### config.mk
export PLATFORM = sky130hd
export DESIGN_NAME = command_frame_assembler
export DESIGN_NICKNAME = d
export VERILOG_FILES = /design/src/rtl/command_frame_assembler.sv
export SDC_FILE = /design/constraint.sdc
export NUM_CORES = 1
export LEC_CHECK = 0
export CORE_MARGIN = 4
export CORE_UTILIZATION = 43
export DETAILED_ROUTE_END_ITERATION = 12
export PLACE_DENSITY_LB_ADDON = 0.05
export SETUP_SLACK_MARGIN = 0.5
export SYNTH_ARGS = -nofsm -noshare
export SYNTH_HDL_FRONTEND = slang
export SYNTH_SLANG_ARGS = --single-unit
### constraint.sdc
create_clock -name Clock -period 1.65 [get_ports Clock]
set_input_delay 0.2475 -clock Clock [delete_from_list [all_inputs] [get_ports Clock]]
set_output_delay 0.2475 -clock Clock [all_outputs]
set_load 0.1 [all_outputs]
### src/rtl/command_frame_assembler.sv
// Command frame assembler: packs NUM_BYTES handshaked bytes into one
// frame word, holds it for the decoder, and drops stalled partial frames.
`timescale 1ns/1ps
module command_frame_assembler #(
  parameter int NUM_BYTES      = 4,
  parameter bit MSB_FIRST      = 1'b1,
  parameter int TIMEOUT_CYCLES = 1000,
  parameter int NUM_BITS       = NUM_BYTES*8,
  parameter int CNT_W          = $clog2(NUM_BYTES+1)
) (
  input  logic                Clock,
  input  logic                Reset_n,
  input  logic                Clear,
  input  logic [7:0]          ByteIn,
  input  logic                ByteValid,
  output logic                ByteReady,
  output logic [NUM_BITS-1:0] RegValues,
  output logic                CmdValid,
  input  logic                CmdAck,
  output logic [CNT_W-1:0]    ByteCount,
  output logic                TimeoutPulse
);

  localparam int TMO_W =
    (TIMEOUT_CYCLES > 1) ? $clog2(TIMEOUT_CYCLES+1) : 1;
  localparam logic [TMO_W-1:0] TMO_LAST =
    TMO_W'((TIMEOUT_CYCLES > 0) ? TIMEOUT_CYCLES-1 : 0);
  localparam logic [CNT_W-1:0] CNT_LAST = CNT_W'(NUM_BYTES-1);
  localparam bit TMO_EN = (TIMEOUT_CYCLES != 0);

  typedef enum logic [1:0] {
    IDLE = 2'd0,
    FILL = 2'd1,
    HOLD = 2'd2
  } state_e;

  state_e              state_q, state_d;
  logic [NUM_BITS-1:0] reg_q, reg_d;
  logic [CNT_W-1:0]    cnt_q, cnt_d;
  logic [TMO_W-1:0]    tmo_q, tmo_d;
  logic                pulse_q, pulse_d;
  logic                accept;
  logic [NUM_BITS-1:0] shifted;

  assign ByteReady    = (state_q != HOLD) && !Clear;
  assign accept       = ByteValid && ByteReady;
  assign CmdValid     = (state_q == HOLD);
  assign RegValues    = reg_q;
  assign ByteCount    = cnt_q;
  assign TimeoutPulse = pulse_q;

  generate
    if (MSB_FIRST) begin : g_msb
      assign shifted = {reg_q[NUM_BITS-9:0], ByteIn};
    end else begin : g_lsb
      assign shifted = {ByteIn, reg_q[NUM_BITS-1:8]};
    end
  endgenerate

  always_comb begin
    state_d = state_q;
    reg_d   = reg_q;
    cnt_d   = cnt_q;
    tmo_d   = '0;
    pulse_d = 1'b0;
    if (Clear) begin
      state_d = IDLE;
      reg_d   = '0;
      cnt_d   = '0;
    end else begin
      unique case (state_q)
        IDLE: begin
          if (accept) begin
            reg_d   = shifted;
            cnt_d   = cnt_q + CNT_W'(1);
            state_d = FILL;
          end
        end
        FILL: begin
          if (accept) begin
            reg_d = shifted;
            cnt_d = cnt_q + CNT_W'(1);
            if (cnt_q == CNT_LAST) state_d = HOLD;
          end else if (TMO_EN && tmo_q == TMO_LAST) begin
            // stalled partial frame: discard and flag it
            state_d = IDLE;
            reg_d   = '0;
            cnt_d   = '0;
            pulse_d = 1'b1;
          end else if (TMO_EN) begin
            tmo_d = tmo_q + TMO_W'(1);
          end
        end
        HOLD: begin
          if (CmdAck) begin
            state_d = IDLE;
            cnt_d   = '0;
          end
        end
        default: begin
          state_d = IDLE;
          reg_d   = '0;
          cnt_d   = '0;
        end
      endcase
    end
  end

  always_ff @(posedge Clock or negedge Reset_n) begin
    if (!Reset_n) begin
      state_q <= IDLE;
      reg_q   <= '0;
      cnt_q   <= '0;
      tmo_q   <= '0;
      pulse_q <= 1'b0;
    end else begin
      state_q <= state_d;
      reg_q   <= reg_d;
      cnt_q   <= cnt_d;
      tmo_q   <= tmo_d;
      pulse_q <= pulse_d;
    end
  end

endmodule
## Word level (Yosys, flattened, before mapping)

Index checks and enable logic that the tools add are counted.

- Output and inout port bits: 38
- Register bits: 48
- Input bits: 13
- Word-level logic and storage cells: 50

- Equality and inequality tests: 10
- Add/subtract/negate cells: 2
- Multiplexer cells: 26
- Reduce and logical (&&, ||, !) cells: 7

Operator list:

| kind | count |
|---|---|
| two-way mux 32 bit | 4 |
| case mux 32 bit (3 select lines) | 1 |
| two-way mux 10 bit | 4 |
| two-way mux 3 bit | 5 |
| two-way mux 2 bit | 6 |
| adder 10 x 1 -> 10 bit (second input constant) | 1 |
| equality test 10 bit (second input constant) | 1 |
| case mux 3 bit (3 select lines) | 1 |
| != test 4 bit (second input constant) | 2 |
| case mux 2 bit (3 select lines) | 1 |
| AND reduction 3 bit | 2 |
| two-way mux 1 bit | 4 |
| != test 2 bit (second input constant) | 2 |
| AND reduction 4 bit | 1 |
| adder 3 x 1 -> 3 bit (second input constant) | 1 |
| equality test 3 x 2 -> 1 bit (second input constant) | 1 |
| != test 3 x 2 -> 1 bit (second input constant) | 1 |
| != test 3 bit (second input constant) | 1 |
| equality test 2 x 1 -> 1 bit (second input constant) | 1 |
| equality test 2 bit (second input constant) | 1 |
| logical AND 1 bit | 2 |
| logical NOT 2 bit | 1 |
| logical NOT 1 bit | 1 |

## Depth between registers and ports, before layout

Gate-level depths: netlist of the first run.

- Depth after elaboration: 6
- Depth in mapped cells: 6
- Depth with buffers taken out: 5

## Least setup slack after synthesis of the first run

No wires, ideal clock.

- Kind: register to output
- From: register state_q[0]
- To: output port ByteReady
- Arrival time: 2.810 ns
- Required time: 1.402 ns
- Buffers on the path: 0
- Path slack: -1.408 ns
- Cell stages (with the launch flop): 3
- Cells stage by stage: dfrtp_1 -> nor2b_1 -> nor2_1

- Cells in the longest elaborated chain, start to end: 2

Ends and longest elaborated chain:

| what | RTL line | RTL |
|---|---|---|
| start, declared | 37 | `state_e state_q, state_d;` |
| start signal, assigned | 117 | `state_q <= state_d;` |
| != test 2 bit | 45 | `assign ByteReady = (state_q != HOLD) && !Clear;` |
| logical AND 1 bit | 45 |  |
| end, declared | 16 | `output logic ByteReady,` |

No other way between the ends.

## Worst setup path after layout of the first run

- From: register tmo_q[1]
- To: register cnt_q[0], in the netlist ByteCount[0]

- Cells in the longest elaborated chain, start to end: 3

Ends and longest elaborated chain:

| what | RTL line | RTL |
|---|---|---|
| start, declared | 40 | `logic [TMO_W-1:0] tmo_q, tmo_d;` |
| start signal, assigned | 120 | `tmo_q <= tmo_d;` |
| equality test 10 bit | 84 | `end else if (TMO_EN && tmo_q == TMO_LAST) begin` |
| != test 4 bit (no line) | n/a |  |
| AND reduction 3 bit (no line) | n/a |  |
| end signal, assigned | 119 | `cnt_q <= cnt_d;` |
| end, declared | 39 | `logic [CNT_W-1:0] cnt_q, cnt_d;` |

No other way between the ends.
A chain may end at the register's enable or synchronous reset.

==> impl_results.md, run 1 <==
* Worst reg2reg path startpoint: tmo_q[1]
* CP delay by family, top: flip-flops
* Cell Rows at 24
* Final Hold Viols at 0
* Worst Tran Pin Value at 0.550 ns
* Cell taking the most area after synthesis: dfrtp_1
* Vias in the first global route at 1,747
* Fin nets at 271
* Most frequent cells in the layout: 49 x buf_4, 39 x buf_12, 34 x a22o_1
* Post-Synthesis Net Count at 167
* Leak at 1.60 nW
* Fill count at 243
* Crit path kind: reg2reg
* Crit path buffers/inverters at 0
* Worst-path fanout max at 6
* Slew headroom at 63.1%
* Total track usage at 21.2%
* Synth Instances at 151
* CTS Buffer Depth at 2
* Fmax achieved at 614 MHz
* Post-place setup slack at -0.135 ns
* Largest cells by area after synthesis: dfrtp_1 62%, a22o_1 16%, nor2_1 2.1%
* Tcrit/Tclk final at 98.7%
* Minimum clock period at 1.63 ns
* Critical Path, Cell by Cell: ha_4 > and4bb_4 > nand3_4 > a22o_4 > mux2_4
* Pwr per Cell Area at 789 mW/mm2
* Gp weighted congestion at 0.836
* # diodes at 0
* Library cells used by synthesis at 30
* Maximum vdd drop at 0.000565 V
* Grt ovf at 0
* Die W at 75.2 um
* TritonCTS clock tree: built
* CP max stage delay at 0.42 ns
* R2r endpoint: ByteCount[0]
* DRC viols at 0
* FF-to-FF path depth at 5
* Initial antenna violation count at 0
* Syn avg cell area at 12.9 um2
* Detailed Routing Iterations Pass 1 at 4
* CP Data Required Time at 1.83 ns
* Max-cap violations at 0
* Crit path launch type: flip-flop
* Status: finished, final reports clean
* Post-route insts no fill at 308
* Core Area at 0.00435 mm2
* I/O pin total at 51
* Starting Density at 44.6%
* Top FF cell, synth: dfrtp_1
* Most common cell after layout, fill and taps aside: buf_4
* PnR worst setup slack at 0.0219 ns
* Clock latency on the worst-skew pair at 0.29 ns
* Slew Viols, Final at 0
* First-pass GRT wire length at 8830 um
* Starting DRT DRC Count at 129
* Die Y at 75.2 um
* Number of enable flip-flop cells after synthesis at 0
* Clk_skew at 0.00431 ns
* Post-DP HPWL at 3310 um
* Buffers on Ports at 50
* Critical Path End Type: flip-flop
* Slowest-stage cell, CP: dfrtp_1
* Share of layout cells above drive strength 1 at 52.0%
* Area Overhead vs Synth at 80.8%
* Root buf cell: clkbuf_8
* Full die area at 0.00566 mm2
* Sequential area share after synthesis at 61.9%
* WL/cell at 19.0 um
* Min-delay worst type: in2async
* Synth Warn # at 0
* Final setup fails at 0
* CTS sink cnt at 48
* Post-DR vias/cell at 5.61
* #FFs+latches synth at 48
* Worst hold slack at 0.402 ns
* Area share of the largest cell type after synthesis at 61.9%
* Reg2Reg Setup Slack at 0.02 ns
* Cells after DPL at 254
* RSZ-0062 raised after global routing: true
* Num CTS Buffers at 5
* CP arrival at 1.81 ns
* Synth Cell Area at 0.00194 mm2
* # H-tree levels at 2
* Final wirelength at 5860 um
* Largest net degree at the start of global routing at 34
* Clock-pin slew on the worst setup and hold paths at 0.08 ns
* Routed Antenna Nets at 0
* Routed via count at 1,727
* Post-synthesis async set-or-reset flop share at 100%
## cell usage after synthesis (2+ instances only)
| library cell | instances |
|---|---|
| a22o_1 | 35 |
| buf_2 | 2 |
| ha_1 | 3 |
| nor3_1 | 3 |
| nand3_1 | 6 |
| clkbuf_1 | 2 |
| xor2_1 | 4 |
| nor2_1 | 11 |
| dfrtp_1 | 48 |
| a21oi_1 | 3 |
| buf_6 | 3 |
| nand2_1 | 7 |
| nor2b_1 | 3 |
| a22oi_1 | 2 |
| inv_1 | 4 |
## state kept, by name, summed over array words and instances (netlist names)
signal / flops
tmo_q: 10
TimeoutPulse: 1
RegValues: 32
ByteCount: 3
state_q: 2
## worst max-delay path by stage
stage               startpoint             to  slack, ns  cells past startpoint
floorplan             tmo_q[0]  RegValues[18]       0.07                      6
global placement         Clear  RegValues[10]      -0.05                      4
detailed placement       Clear       tmo_q[3]      -0.13                      5
CTS                   tmo_q[1]  RegValues[26]       0.05                      5
global route          tmo_q[1]   ByteCount[0]      -0.01                      5
finish                tmo_q[1]   ByteCount[0]       0.02                      5
## layer usage
| layer | GRT usage (%) | routed length (um) |
|---|---|---|
| met1 | 27.9 | 2450 |
| met4 | 7.57 | 83 |
| met3 | 4.54 | 336 |
| met5 | 0 | 0 |
| met2 | 34.9 | 2990 |
## per-stage QoR
step	utilization, %	instance area, um2	TNS (ns)	power, mW
2_1_floorplan	-	2030	0	1.70
3_3_place_gp	68.7	2990	-1.81	1.97
3_5_place_dp	68.7	2990	-4.96	1.98
4_1_cts	78.9	3430	0	2.76
5_1_grt	80.6	3510	-0.0217	2.86
6_report	80.6	3510	0	2.77
## worst reg2reg max path, stage by stage (launching register included)
cell	delay, ns
dfrtp_1	0.42
ha_4	0.16
and4bb_4	0.25
nand3_4	0.14
a22o_4	0.30
mux2_4	0.25
## final cells by class
| cell class | count | area, um2 | area share, % |
|---|---|---|---|
| Timing Repair Buffer | 102 | 1290 | 36.6 |
| Multi-Input combinational cell | 94 | 828 | 23.6 |
| Sequential cell | 48 | 1230 | 34.9 |
| Tap cell | 52 | 65.1 | 1.85 |
| Clock buffer | 8 | 90.1 | 2.57 |
| Inverter | 4 | 15.0 | 0.428 |
## repair_timing
| action | CTS | global route |
|---|---|---|
| pin swaps | 26 | 16 |
| gates resized for setup | 12 | 6 |
| hold endpoints to repair | 20 | 0 |
| hold buffers | 1 | 0 |
| cloned | 3 | 0 |
| endpoints found under the setup margin | 82 | 92 |
| setup buffers | 35 | 7 |
## power by group
| group | internal, mW | leakage (nW) | switching [mW] |
|---|---|---|---|
| Combinational | 0.315 | 0.923 | 0.463 |
| Clock | 0.342 | 0.0455 | 0.366 |
| Sequential | 1.23 | 0.633 | 0.0584 |
| Total | 1.88 | 1.60 | 0.888 |
## logic make-up after synthesis
family | share of synthesized area [%]
flip-flops | 61.9
AO/OA/AOI/OAI | 19.5
AND/OR/NAND/NOR | 10.2
buffers and inverters | 3.61
XOR/XNOR | 2.26
adder cells (fa/ha/maj) | 1.93
multiplexers | 0.580
No activity file was read; power rests on OpenSTA's default activity.
==> inputs of run 2 (changes only) <==
--- a/config.mk
+++ b/config.mk
@@ -6,7 +6,7 @@
 export NUM_CORES = 1
 export LEC_CHECK = 0
 export CORE_MARGIN = 4
-export CORE_UTILIZATION = 43
+export CORE_UTILIZATION = 45
 export DETAILED_ROUTE_END_ITERATION = 12
 export PLACE_DENSITY_LB_ADDON = 0.05
 export SETUP_SLACK_MARGIN = 0.5
==> constraint.sdc (replaced) <==
create_clock -name Clock -period 1.5 [get_ports Clock]
set_input_delay 0.225 -clock Clock [delete_from_list [all_inputs] [get_ports Clock]]
set_output_delay 0.225 -clock Clock [all_outputs]
set_load 0.1 [all_outputs]
==> run 2 against run 1 <==
Sequential power up 10%. Hold slack got worse by 0.032 ns. Fmax shrank 0.19%. Non-clock buffer count is 1 higher. The flow now finishes with violations (negative setup slack). Critical path type unchanged. Count of clock-buffer cells in the layout fell by 2. Die area shrank 4.0%. Critical endpoint is now RegValues[16]. Clock power grew 15%. Critical path depth unchanged.
==> impl_results.md, run 2 (synthesized netlist as in run 1, its figures left out) <==
* Initial antenna violation count at 0
* Reg power frac at 45.9%
* Post-DP HPWL at 3370 um
* Clk_skew at 0.0112 ns
* Min-delay worst type: in2async
* TritonCTS clock tree: built
* Vias in the first global route at 1,759
* Root buf cell: clkbuf_8
* Detailed Routing Iterations Pass 1 at 5
* Switching portion of total power at 32.9%
* Clock-pin slew on the worst setup and hold paths at 0.09 ns
* Fmax achieved at 613 MHz
* GRT met2 Usage at 37.8%
* CTS Buffer Depth at 2
* Num CTS Buffers at 5
* Grt ovf at 0
* Final setup fails at 42
* Worst-path fanout max at 8
* Clock latency on the worst-skew pair at 0.31 ns
* Buffers on Ports at 50
* Share of layout cells above drive strength 1 at 53.9%
* # diodes at 0
* Starting Density at 47.5%
* Max-cap violations at 0
* GRT Max-Usage Layer: met2
* Critical Path, Cell by Cell: ha_4 > and4bb_4 > nand3_4 > a21o_2 > a22o_1
* Clock power frac at 26.4%
* Status: finished, violations left
* Full die area at 0.00543 mm2
* Final Hold Viols at 0
* Slowest-stage cell, CP: dfrtp_1
* Crit path launch type: flip-flop
* Post-DR vias/cell at 5.59
* Maximum vdd drop at 0.000748 V
* Die W at 73.7 um
* Failing checks: negative setup slack
* Largest net degree at the start of global routing at 30
* Die Y at 73.7 um
* CTS sink cnt at 48
* Core Area at 0.00409 mm2
* Tot Pwr at 3.07 mW
* Cell Rows at 23
* # H-tree levels at 2
* Critical Path End Type: flip-flop
* Area Overhead vs Synth at 81.3%
* Leak at 1.60 nW
* Internal power at 2.06 mW
* Slew headroom at 67.0%
* PnR worst setup slack at -0.131 ns
* Comb power frac at 27.7%
* Met1 usage at 28.8%
* Total track usage at 22.6%
* Switch Pwr at 1.01 mW
* Final non-filler cell area at 0.00352 mm2
* Starting DRT DRC Count at 144
* Most frequent cells in the layout: 48 x buf_4, 40 x buf_12, 34 x a22o_1
* CP Data Required Time at 1.69 ns
* Most common cell after layout, fill and taps aside: buf_4
* First-pass GRT wire length at 9020 um
* Worst Tran Pin Value at 0.493 ns
* Crit path kind: reg2reg
* Tcrit/Tclk final at 109%
* Slew Viols, Final at 0
* Number of flip-flops in the largest register at 32
* WL/cell at 19.0 um
* CP max stage delay at 0.40 ns
* I/O pin total at 51
* Minimum clock period at 1.63 ns
* CP arrival at 1.82 ns
* Pwr per Cell Area at 873 mW/mm2
* DRC viols at 0
* Gp weighted congestion at 0.816
* Final wirelength at 5810 um
* Dpl cell area at 0.00306 mm2
* Met3 usage in global routing at 5.61%
* Routed Antenna Nets at 0
* RSZ-0062 raised after global routing: true
* Fin nets at 271
* Routed via count at 1,712
[run 2: changes by cell type in the layout (fill, tap and decap cells not counted), sizes merged]
| cell | change |
|---|---|
| a21o | -1 |
| buf | +1 |
| clkbuf | -2 |
| clkdlybuf4s50 | +1 |
| clkinvlp | +2 |
| dlygate4sd2 | -1 |
[run 2: timing repair]
action,4_1_cts,5_1_grt
buffers inserted,29,7
setup endpoints to repair,86,115
pin swaps,11,1
gates cloned,2,0
hold endpoints to repair,19,0
hold buffers,1,0
resized for setup,5,9
[run 2: layer usage]
layer	share of wire (%)	up-vias
met5	0	-
met3	5.3	18
li1	-	773
met4	1.8	0
met2	55	67
met1	38	854
[run 2: cell type report]
cell class              count  area (um2)
repair buffers            103        1310
inverters                   4        15.0
clock inverters             2        15.0
multi-input cells          93         802
well taps                  50        62.6
fillers                   181         567
clock buffers               6        82.6
flip-flops and latches     48        1230
[run 2: stage by stage]
| step | hold slack (ns) | std cells | setup slack (ns) | TNS [ns] | utilization (%) |
|---|---|---|---|---|---|
| after detailed placement | 0.213 | 259 | -0.259 | -9.21 | 75.0 |
| after global routing | 0.396 | 306 | -0.159 | -4.82 | 86.1 |
| final | 0.370 | 306 | -0.131 | -3.37 | 86.1 |
| after floorplan | -0.0706 | 151 | -0.0782 | -2.34 | - |
| after CTS | 0.427 | 299 | -0.0852 | -2.26 | 84.1 |
| after global placement | 0.210 | 259 | -0.181 | -6.68 | 75.0 |
[run 2: path summary, 6_finish.rpt]
path / depth (start not counted) / slack, ns / startpoint / to
min in group Clock: 2 / 0.51 / ByteIn[1] / RegValues[1]
max in group asynchronous: 3 / 0.68 / Reset_n / RegValues[7]
max: 5 / -0.13 / tmo_q[1] / RegValues[16]
max reg2reg: 5 / -0.13 / tmo_q[1] / RegValues[16]
min reg2reg: 1 / 0.56 / RegValues[28] / RegValues[28]
min: 2 / 0.37 / Reset_n / RegValues[14]
[run 2: power by group through the flow]
stage	Combinational (mW)	Clock, mW	Sequential (mW)
floorplan	0.129	0	1.74
global placement	0.736	0	1.44
detailed placement	0.747	0	1.44
CTS	0.833	0.817	1.41
global route	0.887	0.887	1.42
finish	0.852	0.812	1.41
[run 2: worst max-delay path: cells and delay by family, from the launching register on]
kind                     cells  cell delay [ns]
AO/OA/AOI/OAI                2             0.58
flip-flops                   1             0.40
adder cells (fa/ha/maj)      1             0.15
AND/OR/NAND/NOR              2             0.38
